[src/rtl/ext_irq_ctrl.sv]
// External interrupt aggregator: synchronises raw IRQ lines, latches edge/level requests
// into pending bits and presents one fixed-priority trap request to the core.
module ext_irq_ctrl #(
   parameter int IRQ_N = 8,
   parameter int ID_W  = 3
) (
   input  logic             clk,
   input  logic             rst_n,
   input  logic [IRQ_N-1:0] irq_src_i,
   input  logic [IRQ_N-1:0] irq_en_i,
   input  logic [IRQ_N-1:0] irq_edge_i,
   input  logic             trap_ack_i,
   input  logic             trap_done_i,
   output logic             ex_trap_o,
   output logic [ID_W-1:0]  trap_id_o,
   output logic [IRQ_N-1:0] irq_pend_o
);

   typedef enum logic [1:0] {
      ST_IDLE    = 2'd0,
      ST_REQ     = 2'd1,
      ST_SERVICE = 2'd2
   } state_e;

   state_e           state_q, state_d;
   logic [IRQ_N-1:0] s1_q, s2_q, s3_q;
   logic [IRQ_N-1:0] pend_q, pend_d;
   logic [IRQ_N-1:0] cand;
   logic             ex_trap_q, ex_trap_d;
   logic [ID_W-1:0]  trap_id_q, trap_id_d;
   logic [ID_W-1:0]  winner;
   logic             any_cand;
   logic             ack_take;

   // An ack only counts while a request is outstanding.
   assign ack_take = (state_q == ST_REQ) && trap_ack_i;
   assign cand     = pend_q & irq_en_i;
   assign any_cand = |cand;

   always_comb begin
      winner = '0;
      for (int i = IRQ_N - 1; i >= 0; i--) begin
         if (cand[i]) winner = ID_W'(i);
      end
   end

   // Edge sources: a fresh rising edge beats the ack clear in the same cycle.
   always_comb begin
      pend_d = '0;
      for (int i = 0; i < IRQ_N; i++) begin
         if (irq_edge_i[i]) begin
            pend_d[i] = (pend_q[i] & ~(ack_take && (trap_id_q == ID_W'(i))))
                      | (s2_q[i] & ~s3_q[i]);
         end else begin
            pend_d[i] = s2_q[i];
         end
      end
   end

   always_comb begin
      state_d   = state_q;
      ex_trap_d = ex_trap_q;
      trap_id_d = trap_id_q;
      case (state_q)
         ST_IDLE: begin
            if (any_cand) begin
               state_d   = ST_REQ;
               ex_trap_d = 1'b1;
               trap_id_d = winner;
            end
         end
         ST_REQ: begin
            if (trap_ack_i) begin
               state_d   = ST_SERVICE;
               ex_trap_d = 1'b0;
            end
         end
         ST_SERVICE: begin
            if (trap_done_i) state_d = ST_IDLE;
         end
         default: begin
            state_d   = ST_IDLE;
            ex_trap_d = 1'b0;
         end
      endcase
   end

   always_ff @(posedge clk or negedge rst_n) begin
      if (!rst_n) begin
         s1_q      <= '0;
         s2_q      <= '0;
         s3_q      <= '0;
         pend_q    <= '0;
         state_q   <= ST_IDLE;
         ex_trap_q <= 1'b0;
         trap_id_q <= '0;
      end else begin
         s1_q      <= irq_src_i;
         s2_q      <= s1_q;
         s3_q      <= s2_q;
         pend_q    <= pend_d;
         state_q   <= state_d;
         ex_trap_q <= ex_trap_d;
         trap_id_q <= trap_id_d;
      end
   end

   assign ex_trap_o  = ex_trap_q;
   assign trap_id_o  = trap_id_q;
   assign irq_pend_o = pend_q;

endmodule

[config.mk]
export PLATFORM = sky130hd
export DESIGN_NAME = ext_irq_ctrl
export DESIGN_NICKNAME = d
export VERILOG_FILES = /design/src/rtl/ext_irq_ctrl.sv
export SDC_FILE = /design/constraint.sdc
export NUM_CORES = 1
export LEC_CHECK = 0
export CAP_MARGIN = 20
export CORE_ASPECT_RATIO = 2
export CORE_MARGIN = 1
export CORE_UTILIZATION = 45
export CTS_CLUSTER_DIAMETER = 30
export DETAILED_ROUTE_END_ITERATION = 10
export MAX_ROUTING_LAYER = met4
export PLACE_DENSITY = 0.82
export SLEW_MARGIN = 20
export SYNTH_ARGS = -nofsm -noshare
export SYNTH_HDL_FRONTEND = slang
export SYNTH_SLANG_ARGS = --single-unit
[constraint.sdc]
create_clock -name clk -period 1.65 [get_ports clk]
set_input_delay 0.495 -clock clk [delete_from_list [all_inputs] [get_ports clk]]
set_output_delay 0.495 -clock clk [all_outputs]
set_load 0.05 [all_outputs]
After elaboration in Yosys (flattened, before gate mapping) --
Index checks and enable logic that the tools add are counted. W data, S select, Z words.
Operators by class: multiplexer cells 23, equality and inequality tests 12, bitwise operators 42, reductions and logical operators 15
Operators with widths (number):
- $mux W3 | 8
- $not A1 Y1 | 17
- $and A1 B1 Y1 | 16
- $eq A3 B3 Y1 const B | 4
- $mux W1 | 10
- $logic_and A1 B1 Y1 | 9
- $and A8 B8 Y8 | 1
- $or A1 B1 Y1 | 8
- $reduce_or A8 Y1 | 1
- $eq A3 B2 Y1 const B | 2
- $mux W2 | 3
- $ne A2 B2 Y1 const B | 3
- $pmux W2 S3 | 1
- $reduce_and A3 Y1 | 2
- $eq A3 B1 Y1 const B | 1
- $logic_not A3 Y1 | 1
- $pmux W1 S3 | 1
- $eq A2 B1 Y1 const B | 1
- $eq A2 B2 Y1 const B | 1
- $logic_not A2 Y1 | 1
- $reduce_and A2 Y1 | 1
Word-level totals: bits of input ports 28, output and inout bits 12, register bits 38, logic and storage cells 99

Longest topological paths before layout --
depth in word-level cells 9, depth in mapped cells 4, mapped depth without buffers 4

Worst setup path after synthesis --
No wires, ideal clock.
path kind register -> register, start register pend_q[2], in the netlist irq_pend_o[2], end register trap_id_q[0], in the netlist trap_id_o[0], setup slack 0.099 ns, arrival time 1.426 ns, setup time 0.125 ns, data required time 1.525 ns, buffers on the path 0, clock period less this slack 1.551 ns, cell stages (with the launch flop) 5, cell sequence dfrtp_1 a22oi_4 nand2_2 o21a_1 mux2_4
Between the ends: longest elaborated chain between the ends 4, elaborated cells on any way between the ends 6, those cells by class mux: 3; bitwise: 1; reduce/logical: 2
RTL lines:
- from (decl) | line 27 | logic [IRQ_N-1:0] pend_q, pend_d;
- from (signal assigned) | line 101 | pend_q <= pend_d;
- $and A8 B8 Y8 (*) | line 37 | assign cand = pend_q & irq_en_i;
- $mux W3 (3 in a row) | line 43 | if (cand[i]) winner = ID_W'(i);
- to (signal assigned) | line 104 | trap_id_q <= trap_id_d;
- to (decl) | line 30 | logic [ID_W-1:0] trap_id_q, trap_id_d;
Every way passes the cells marked *; elsewhere a longest branch is shown, timed or not. A chain may end at the register's enable or synchronous reset.

Final worst setup path --
start input port irq_en_i[2], end register trap_id_q[0], in the netlist trap_id_o[0]
Between the ends: longest elaborated chain between the ends 4, elaborated cells on any way between the ends 6, those cells by class mux: 3; bitwise: 1; reduce/logical: 2
RTL lines:
- from (decl) | line 10 | input logic [IRQ_N-1:0] irq_en_i,
- $and A8 B8 Y8 (*) | line 37
- $mux W3 (3 in a row) | line 43
Marked as above.

==> run metrics <==
Vias=1,012; Final ANT Viol Nets=0; Power Density=1539 nW/um2; Clk Latency, worst-skew pair=0.29 ns; Synth cell types=23; Layout Area Growth over Synthesis=54.49%; largest cells by area after synthesis=dfrtp_1, a32o_1, nand2_1; gpl congestion=0.7759; dominant synthesized flop cell=dfrtp_1; CTS tree=built; Yosys top cell area share=0.7103; Hold/Removal Path Class=input port to async pin; cell count of the worst reg-to-reg path=4; Worst-Margin Slew=0.3781 ns; WP data arrival=roughly 1.8 ns; first-pass GRT wire length=around 4.7 mm; placement row count=27; syn_area_per_cell=between 10 and 15 um2; drt drc=0; top cells by count, synth=dfrtp_1, nand2_1, a32o_1; post-synthesis register bit count=38; Final Max Tran Viols=0; asr flop ratio synth=1.000; Final Power=3.183 mW; fin crit period=1.601 ns; Horiz. Die Dim=40.57 um; worst-path fanout max=3; Synth Cell Area=1339 um2; Clock Path Buffers=2; Core Box Area=2804 um2; Relative slew margins=0.7480; H-tree levels=2; vias in the first global route=1,055; Req. time, crit path=1.83 ns; LEAKAGE=0.8970 nW; hpwl dp=around 2.3 mm; period utilisation layout=0.9703; Avg Vias per Cell=5.654; largest net degree at the start of global routing=23; Fmax=around 0.62 GHz; sequential share of the synthesized area=0.7103; Post-CTS Setup Repair Bufs=0; IO buf count=39; gr usage total=0.2347; IO Count=40; Mapped Cells=99; post-route design area=2068 um2; grt ovf=0; Layout Nets=177; area leader, netlist=dfrtp_1; ratio of cells with drive above 1 in the final layout=0.2267; RSZ-0062 raised after global routing=no; r2r endpoint=trap_id_o[0]; Ant. Diodes=0; Hold Fails Final Rpt=0; root buf cell=clkbuf_8; CTS sink count=38; placed cell area=~1900 um2; R2R setup slack=~0.22 ns; Initial Util=0.4775; Setup crit start kind=input port; DRT Wirelength=3.049 mm; area of the die=3211 um2; CP Capture Type=flop; Setup Skew=0.01215 ns; reg2reg start=irq_pend_o[5]; total CTS buffers=5; syn nets=127; setup violators final=0; DRT iter0 DRCs=18; Die Y-Extent=approximately 80 um; Ys Warns=0; WS Path Type=input port to flop; count leader, synth=dfrtp_1; DR WL/cell=~17 um; clock slew at reported path FFs=0.08 ns; EDFF count, synth=0; VDD IR-drop max=1.289 mV; first drt pass iteration count=4; initial antenna violation count=0; Max-Cap Viols=0; status=completed
power by group:
group / internal [mW] / total (mW) / switching, mW
Sequential: 1.06 / 1.26 / 0.199
Clock: 0.605 / 0.931 / 0.326
Combinational: 0.504 / 0.995 / 0.491
Total: 2.17 / 3.18 / 1.02
flip-flops by register name, indices dropped and copies added, names as in the netlist:
name,count
irq_pend_o,8
s1_q,8
s2_q,8
s3_q,8
trap_id_o,3
state_q,2
ex_trap_o,1
cell type report:
class	count	area (um2)
repair buffers	43	548.0
well taps	29	36.28
multi-input cells	59	387.9
clock buffers	5	68.82
clock inverters	3	68.82
fillers	179	735.7
flip-flops and latches	38	950.9
inverters	2	7.507
cell families after synthesis:
family          after synthesis  share of synthesized area
simple gates                 34                     0.1122
compound gates               24                     0.1608
mux                           1                    0.01121
buf+inv                       2                   0.005610
flops                        38                     0.7103
worst max-delay path: stages:
cell             delay [ns]
clkdlybuf4s50_1        0.50
a22oi_4                0.22
nand2_2                0.07
o21a_1                 0.21
mux2_4                 0.30
cell usage in the layout (no fill, tap or decap), drive strengths merged, types with 4 or more instances in the layout:
master and n:
clkbuf 5, nand2 21, a32o 8, dfrtp 38
clkdlybuf4s50 26, a21oi 4, buf 17, a22oi 4
nor2 5
what timing repair did:
item / in CTS / in global routing
endpoints found under the setup margin: 0 / 2
endpoints found under the hold margin: 0 / 0
gates resized for setup: 0 / 2
hold buffers: 0 / 0
layer usage:
layer | global-route usage | vias up | part of all wire | wire length, um
met4 | 0.1733 | 0 | 0.072 | 221
met5 | - | - | 0 | 0
li1 | - | 459 | - | -
met2 | 0.3635 | 46 | 0.54 | 1654
met3 | 0.08380 | 15 | 0.049 | 148
met1 | 0.2176 | 492 | 0.34 | 1025
per-stage QoR:
stage                     TNS [ns]  std cells  setup slack [ns]  utilization  hold slack (ns)
final                            0        179           0.04905       0.7376           0.1085
after global routing             0        179          0.001593       0.7376           0.1234
after CTS                        0        179           0.04439       0.7349           0.1119
after detailed placement    -2.258        171           -0.2680       0.6859           0.3347
after global placement      -1.655        171           -0.1975       0.6859           0.3325
after floorplan                  0         99           0.09866            -           0.1994
worst max path at each step:
stage	slack, ns	startpoint	cells past startpoint	endpoint
6_report	0.05	irq_en_i[2]	5	trap_id_o[0]
4_1_cts	0.04	irq_en_i[5]	5	trap_id_o[0]
5_1_grt	0.002	trap_ack_i	5	irq_pend_o[4]
3_5_place_dp	-0.27	irq_en_i[5]	5	trap_id_o[0]
3_3_place_gp	-0.20	irq_en_i[5]	5	trap_id_o[0]
2_1_floorplan	0.1	irq_pend_o[2]	4	trap_id_o[0]
(Power assumes the default switching activity.)
